==> config.mk <==
export PLATFORM = sky130hd
export DESIGN_NAME = regfile_write_arbiter
export DESIGN_NICKNAME = d
export VERILOG_FILES = /design/src/rtl/regfile_write_arbiter.sv
export SDC_FILE = /design/constraint.sdc
export NUM_CORES = 1
export LEC_CHECK = 0
export CAP_MARGIN = 10
export CORE_ASPECT_RATIO = 2
export CORE_MARGIN = 4
export CORE_UTILIZATION = 40
export CTS_CLUSTER_SIZE = 24
export DETAILED_ROUTE_END_ITERATION = 10
export PLACE_DENSITY = 0.92
export SLEW_MARGIN = 40
export SYNTH_ARGS = -nofsm -noshare
export SYNTH_HDL_FRONTEND = slang
export SYNTH_SLANG_ARGS = --single-unit
export TNS_END_PERCENT = 30
==> constraint.sdc <==
create_clock -name clk -period 2.2 [get_ports clk]
set_input_delay 0.33 -clock clk [delete_from_list [all_inputs] [get_ports clk]]
set_output_delay 0.33 -clock clk [all_outputs]
set_load 0.05 [all_outputs]
==> src/rtl/regfile_write_arbiter.sv <==
// Two-requester round-robin arbiter in front of a register-file write port.
// Writes to the hardwired-zero register are accepted but dropped, and both drops and address collisions are counted.
module regfile_write_arbiter #(
    parameter int DATA_W   = 64,
    parameter int ZERO_REG = 31
) (
    input  logic              clk,
    input  logic              rst_n,
    input  logic              req0_valid,
    input  logic              req1_valid,
    output logic              req0_ready,
    output logic              req1_ready,
    input  logic [4:0]        req0_addr,
    input  logic [4:0]        req1_addr,
    input  logic [DATA_W-1:0] req0_data,
    input  logic [DATA_W-1:0] req1_data,
    input  logic              flush,
    output logic              wr_en,
    output logic [4:0]        wr_addr,
    output logic [DATA_W-1:0] wr_data,
    output logic [7:0]        drop_cnt,
    output logic [7:0]        coll_cnt
);
    localparam logic [4:0] ZR = 5'(ZERO_REG);

    logic              rr_q, rr_d;
    logic              wr_en_q, wr_en_d;
    logic [4:0]        wr_addr_q;
    logic [DATA_W-1:0] wr_data_q;
    logic [7:0]        drop_q, drop_d;
    logic [7:0]        coll_q, coll_d;

    logic              gnt0, gnt1, hs, coll;
    logic [4:0]        sel_addr;
    logic [DATA_W-1:0] sel_data;

    // Grants depend only on valids, flush and the pointer; rst_n gating keeps readies low during reset.
    always_comb begin
        gnt0 = rst_n && !flush && req0_valid && (!req1_valid || !rr_q);
        gnt1 = rst_n && !flush && req1_valid && (!req0_valid ||  rr_q);
    end

    always_comb begin
        hs       = gnt0 || gnt1;
        sel_addr = gnt1 ? req1_addr : req0_addr;
        sel_data = gnt1 ? req1_data : req0_data;
        coll     = !flush && req0_valid && req1_valid && (req0_addr == req1_addr);
        rr_d     = hs ? gnt0 : rr_q;
        wr_en_d  = hs && (sel_addr != ZR);
        drop_d   = drop_q;
        coll_d   = coll_q;
        if (hs && (sel_addr == ZR) && (drop_q != 8'hFF))
            drop_d = drop_q + 8'd1;
        if (coll && (coll_q != 8'hFF))
            coll_d = coll_q + 8'd1;
    end

    always_ff @(posedge clk or negedge rst_n) begin
        if (!rst_n) begin
            rr_q      <= 1'b0;
            wr_en_q   <= 1'b0;
            wr_addr_q <= '0;
            wr_data_q <= '0;
            drop_q    <= '0;
            coll_q    <= '0;
        end else begin
            rr_q    <= rr_d;
            wr_en_q <= wr_en_d;
            drop_q  <= drop_d;
            coll_q  <= coll_d;
            // Address and data only move on a real write; idle and dropped cycles leave them as they were.
            if (wr_en_d) begin
                wr_addr_q <= sel_addr;
                wr_data_q <= sel_data;
            end
        end
    end

    assign req0_ready = gnt0;
    assign req1_ready = gnt1;
    assign wr_en      = wr_en_q;
    assign wr_addr    = wr_addr_q;
    assign wr_data    = wr_data_q;
    assign drop_cnt   = drop_q;
    assign coll_cnt   = coll_q;
endmodule

==> results of run 1 <==
synthesized netlist by cell type:
| cell | n | share of area |
|---|---|---|
| nor2b_1 | 1 | 0.0014 |
| a21oi_1 | 1 | 0.0011 |
| a2111oi_2 | 2 | 0.0067 |
| a211oi_1 | 2 | 0.0034 |
| or3b_2 | 1 | 0.0020 |
| dfrtp_1 | 87 | 0.49 |
| and4_1 | 1 | 0.0020 |
| nor3_1 | 4 | 0.0045 |
| o21ai_0 | 1 | 0.0011 |
| and3b_4 | 1 | 0.0028 |
| a2111oi_1 | 3 | 0.0067 |
| a21o_1 | 1 | 0.0017 |
| nand4_1 | 5 | 0.0070 |
| nand3_1 | 5 | 0.0056 |
| nor4_1 | 3 | 0.0042 |
| nand4_2 | 1 | 0.0028 |
| xor2_1 | 11 | 0.022 |
| nand2_1 | 9 | 0.0076 |
| a211o_4 | 1 | 0.0039 |
| clkbuf_1 | 5 | 0.0042 |
| a2bb2oi_1 | 1 | 0.0020 |
| nand3b_4 | 1 | 0.0045 |
| nand2b_1 | 3 | 0.0042 |
| o22ai_1 | 1 | 0.0014 |
| mux2_4 | 7 | 0.024 |
| nor2_1 | 2 | 0.0017 |
| o211ai_1 | 1 | 0.0017 |
| inv_1 | 8 | 0.0067 |
| ha_1 | 2 | 0.0056 |
| xnor2_1 | 5 | 0.0098 |
| clkbuf_8 | 7 | 0.022 |
| mux2_2 | 133 | 0.34 |
| buf_2 | 2 | 0.0022 |
| and3b_2 | 1 | 0.0022 |
through the flow:
step | area, µm² | hold slack [ns] | std cells
2_1_floorplan | 4470 | 0.0344 | 319
3_3_place_gp | 7050 | 0.345 | 698
3_5_place_dp | 7050 | 0.351 | 698
4_1_cts | 7400 | 0.242 | 715
5_1_grt | 7400 | 0.164 | 715
6_report | 7400 | 0.102 | 715
power groups by stage:
stage / registers (mW) / logic [mW] / clock network [mW]
global route: 2.06 / 2.54 / 1.81
floorplan: 3.01 / 0.463 / 0
global placement: 2.04 / 2.41 / 0
finish: 2.03 / 2.44 / 1.70
detailed placement: 2.06 / 2.45 / 0
CTS: 2.03 / 2.46 / 1.74
state kept, by name, indices dropped and copies added, names as in the netlist:
register  count
wr_data      64
coll_cnt      8
drop_cnt      8
wr_addr       5
rr_q          1
wr_en         1
what timing repair did:
item,in CTS,in global routing
endpoints found under the setup margin,0,0
hold buffers,1,0
hold endpoints to repair,21,0
logic make-up (layout without fill, tap and decap cells):
group / count (synthesis) / after routing / share of synthesized area
mux: 140 / 140 / 0.359
compound gates: 14 / 14 / 0.0297
buf+inv: 22 / 278 / 0.0347
simple gates: 38 / 38 / 0.0524
fa+ha+maj: 2 / 2 / 0.00560
flops: 87 / 87 / 0.487
xor+xnor: 16 / 16 / 0.0314
cell type report:
class / instances / area (µm²)
timing repair buffer: 254 / 2540
inverter: 8 / 30.0
multi-input combinational: 210 / 2140
sequential: 87 / 2180
clock buffer: 10 / 229
fill: 802 / 3540
tap: 140 / 175
clock inverter: 6 / 109
how the worst min path moves through the flow:
stage	startpoint	to	slack, ns	cells past startpoint
2_1_floorplan	rst_n	coll_cnt[0]	0.03	0
3_3_place_gp	rst_n	coll_cnt[4]	0.35	2
3_5_place_dp	rst_n	coll_cnt[6]	0.35	2
4_1_cts	rst_n	wr_addr[2]	0.24	2
5_1_grt	rst_n	wr_addr[2]	0.16	2
6_report	rst_n	wr_addr[2]	0.10	2
routing by layer:
metal / vias to the layer above / share of wire / track usage
met5: - / 0 / 0
met4: 0 / 0.052 / 0.122
met3: 42 / 0.066 / 0.0378
met2: 152 / 0.56 / 0.373
met1: 1741 / 0.32 / 0.189
li1: 1663 / - / -
==> out/qor.yml, run 1 <==
floorplan:
  die_h_um: 157
  dieWidth_um: 82.7
  dieArea_um2: 13000
  pin_count: 231
  placementRows: 54
  core_area_um2: 10900
  initial_core_util: 0.408
sta:
  final_max_slew_viol_count: 0
  worst_slack_ns: 0.132
  slew_headroom: 0.594
  min_period_ns: 2.07
  fmax_mhz: 484
  setup_tns_ns: 0
  tightest_slew_ns: 0.609
  rsz0062_at_grt: "no"
  finalSetupViolations: 0
  fin_skew_ns: 0.00710
  finalHoldViolCount: 0
  finalCritPeriodShare: 0.940
synthesis:
  synth.distinct_cells: 34
  synth_fp_nets: 464
  syn_area_um2: 4470
  ys_seq_area_frac: 0.487
  syn_inst: 319
  avgSynthCellArea_um2: 14.0
  ys_ff_latch: 87
  yosysWarnings: 0
worst_setup_path:
  worst_r2r_path_depth: 6
  cpMostUsedCell: "buf_4"
  worst_setup_path_start_kind: "primary input"
  crit_type: "in2out"
  worstPathCellList: "clkdlybuf4s50_1 -> nand2b_1 -> buf_4 -> nand2_2 -> buf_4 -> inv_1 -> buf_12"
  critPathBufInv: 5
  setup.worst_path.end_class: "output port"
  cp_slowest_cell: "clkdlybuf4s50_1"
  crit_required_ns: 1.87
  crit_path_start: "req0_valid"
  worst_ep_arrival_time_ns: 1.74
  max_stage_delay_ns: 0.53
  regToRegSetupSlack_ns: 0.22
  r2r-start: "drop_cnt[0]"
  cp-endpoint: "req1_ready"
  reg2reg_to: "drop_cnt[0]"
  cp.depth: 7
  crit_fanout: 15
  cp_top_family: "buffers and inverters"
layout:
  nets: 715
  mostFrequentLayoutCells: "clkdlybuf4s50_1 (227), mux2_2 (133), dfrtp_1 (87), buf_4 (20), xor2_1 (11)"
  num_antenna_cells: 0
  utilization: 0.676
  area_delta_synth_final_pct: 65.7
  final_common_cell: "clkdlybuf4s50_1"
  drive_above_1_share: 0.330
global_route:
  antenna_found_initial: 0
  grt_usage: 0.199
  grt.overflow.total: 0
  grt_max_degree: 67
  grt_pass1_vias: 3942
  grt_pass1_wl_um: 19500
pwr:
  intPower_mw: 4.02
  power_density_nw_per_um2: 834
  p_clk_frac: 0.276
  vdd_drop_max_mv: 0.453
  p_comb_frac: 0.396
  leakagePower_nw: 3.15
  power.total_mw: 6.17
  switching_share: 0.349
  p_sw_mw: 2.15
  seqPwrFrac: 0.328
placed_design:
  dp_hpwl_um: 10600
  gp_congestion: 0.829
  place_ws_ns: -0.153
  port_buffers: 230
status:
  status: "complete, no violations"
clock_network:
  cts_buffer_depth: 2
  cts_max_level: 3
  cts_buffers: 9
  post_cts_buffers: 0
  cts-root-buf: "clkbuf_16"
  clkSinkCount: 87
  clk_pin_slew_ns: 0.06
  cts-resized-gates: 0
  clock_latency_ns: 0.33
  cts_tree: "built"
route:
  routed_wl_um: 13300
  avgRoutedWirePerCell_um: 18.6
  vias: 3598
  dr.pass1.iters: 4
  via_per_inst: 5.03
  ant_nets: 0
  post-route-drc-count: 0
  drt_iter0_drc: 119
job:
  cap_violations: 0
min_path:
  min_path_type: "in2async"
Power figures use the tool's default switching activity.
==> run 2: changes to the inputs <==
--- a/config.mk
+++ b/config.mk
@@ -8,10 +8,11 @@
 export CAP_MARGIN = 10
 export CORE_ASPECT_RATIO = 2
 export CORE_MARGIN = 4
-export CORE_UTILIZATION = 40
+export CORE_UTILIZATION = 55
 export CTS_CLUSTER_SIZE = 24
 export DETAILED_ROUTE_END_ITERATION = 10
-export PLACE_DENSITY = 0.92
+export DONT_BUFFER_PORTS = 1
+export PLACE_DENSITY = 0.81
 export SLEW_MARGIN = 40
 export SYNTH_ARGS = -nofsm -noshare
 export SYNTH_HDL_FRONTEND = slang
==> run 2 against run 1 <==
- the flow now finishes with violations (negative hold slack)
- power is 14% lower
- flip-flop and latch count unchanged
- register-to-register slack better by 0.05 ns
==> out/qor.yml, run 2 (same netlist as run 1, synthesis figures left out) <==
sta:
  setup_tns_ns: 0  # unchanged
  rsz0062_at_grt: "no"
  slew_headroom: 0.622  # +0.0277
  tightest_slew_ns: 0.563  # -0.0459 ns
  whs_ns: -0.306  # -0.408 ns
  min_period_ns: 1.93  # -0.136 ns
  finalHoldViolCount: 87  # +87
  fmax_mhz: 518  # +7.1%
  finalCritPeriodShare: 0.878  # -0.0620
  finalSetupViolations: 0  # unchanged
  fin_skew_ns: 0.00583  # -0.00127 ns
  final_max_slew_viol_count: 0  # unchanged
layout:
  mostFrequentLayoutCells: "mux2_2 (133), dfrtp_1 (87), buf_4 (18), xor2_1 (11), clkbuf_16 (9)"
  drive_above_1_share: 0.541  # +0.211
  final-instance-count-excl-fill: 438  # -39%
  final_common_cell: "mux2_2"
  area_delta_synth_final_pct: 12.3
  num_antenna_cells: 0  # unchanged
  nets: 483  # -32%
  largest_reg_flops: 64  # unchanged
placed_design:
  gp_congestion: 0.807  # -2.6%
  placedCellCount: 423  # -39%
  port_buffers: 0  # -100%
  dp_hpwl_um: 7770  # -27%
clock_network:
  cts_buffers: 9  # unchanged
  cts-resized-gates: 0  # unchanged
  clock_latency_ns: 0.32  # about the same
  cts_buffer_depth: 2  # unchanged
  cts_tree: "built"
  clk_pin_slew_ns: 0.06  # about the same
  clkSinkCount: 87  # unchanged
  cts_max_level: 3  # unchanged
  cts-root-buf: "clkbuf_16"
global_route:
  grt.overflow.total: 0  # unchanged
  grt_usage: 0.201  # +0.00201
  grt_max_degree: 90  # +34%
  grt_pass1_vias: 2881  # -27%
  grt_pass1_wl_um: 14900  # -24%
  antenna_found_initial: 0  # unchanged
floorplan:
  initial_core_util: 0.562  # +0.154
  core_area_um2: 7940  # -27%
  placementRows: 46  # -15%
  die_h_um: 135  # -14%
  pin_count: 231  # unchanged
  dieArea_um2: 9710  # -25%
  dieWidth_um: 71.7  # -13%
route:
  dr_wl_met3_um: 802  # -9.1%
  avgRoutedWirePerCell_um: 22.8  # +23%
  routed_wl_um: 9980  # -25%
  dr.pass1.iters: 4  # unchanged
  post-route-drc-count: 0  # unchanged
  dr_wl_met2_um: 5630  # -24%
  ant_nets: 0  # unchanged
  wl_met1_um: 3220  # -25%
  via_per_inst: 6.06  # +20%
  routed.top_layer: "met4"
  vias: 2655  # -26%
  drt_iter0_drc: 66  # -45%
worst_setup_path:
  cp.depth: 4  # -3
  worst_r2r_path_depth: 4  # -2
  crit_fanout: 8  # -7
  critPathBufInv: 0  # -5
  worstPathCellList: "nand2b_1 -> a211o_4 -> a211oi_1 -> mux2_2"
  worst_setup_path_start_kind: "flop"
  worst_ep_arrival_time_ns: 2.14  # +0.40 ns
  max_stage_delay_ns: 0.43  # -0.10 ns
  cp_slowest_cell: "a211oi_1"
  crit_required_ns: 2.41  # +0.54 ns
  cp_top_family: "compound AO/OA/AOI/OAI gates"
  crit_type: "reg2reg"
  setup.worst_path.end_class: "flop"
min_path:
  min_path_type: "in2async"
status:
  status: "finished, violations left"
  violations: "negative hold slack"
pwr:
  vdd_drop_max_mv: 0.855  # +89%
  power_density_nw_per_um2: 1060  # +27%
  leakagePower_nw: 2.24  # -29%
job:
  cap_violations: 0  # unchanged
## run 2: cell count changes in the layout (fill, tap and decap cells not counted), sizes merged
| cell | change |
|---|---|
| clkinvlp | +1 |
| clkdlybuf4s50 | -227 |
| buf | -4 |
| clkinv | -3 |
| inv | +1 |
| dlygate4sd3 | -1 |
## run 2: final cells by class
type / count / area, µm²
Fill cell: 604 / 2930
Clock inverter: 5 / 106
Clock buffer: 10 / 229
Inverter: 8 / 30.0
Sequential cell: 87 / 2180
Tap cell: 96 / 120
Timing Repair Buffer: 22 / 215
Multi-Input combinational cell: 210 / 2140
## run 2: worst paths after layout
path	from	end	slack [ns]
setup reg to reg	rr_q	drop_cnt[1]	0.27
setup / recovery	rr_q	drop_cnt[1]	0.27
min in group clk	req0_addr[2]	wr_addr[2]	0.20
max in group asynchronous	rst_n	wr_data[47]	2.38
hold reg to reg	drop_cnt[4]	drop_cnt[4]	0.51
hold / removal	rst_n	coll_cnt[3]	-0.31
## run 2: worst reg2reg max path, cell delays in order (launching register included)
cell      delay (ns)
dfrtp_1         0.39
nand2b_1        0.21
a211o_4         0.41
a211oi_1        0.43
mux2_2          0.38
## run 2: routing by layer
layer,up-vias,track usage
met2,128,0.361
met3,24,0.0654
met5,-,0
met1,1311,0.206
li1,1192,-
met4,0,0.0921
## run 2: timing repair
action / in CTS / in global routing
setup endpoints to repair: 0 / 0
endpoints found under the hold margin: 87 / 87
buffers inserted: 0 / 0
## run 2: report_power, final
part	internal [mW]	switching, mW
registers	1.86	1.16
logic	0.361	0.228
clock network	1.11	0.587
total	3.33	1.98
## run 2: stage by stage
stage                util  power [mW]  setup slack [ns]  instance area [µm²]  hold slack, ns
floorplan               -        3.47             0.190                 4470          0.0344
global placement    0.589        3.61             0.318                 4680          0.0366
detailed placement  0.589        3.65             0.298                 4680          0.0360
CTS                 0.631        5.36             0.254                 5010          -0.323
global route        0.631        5.49             0.171                 5010          -0.329
finish              0.631        5.30             0.268                 5010          -0.306
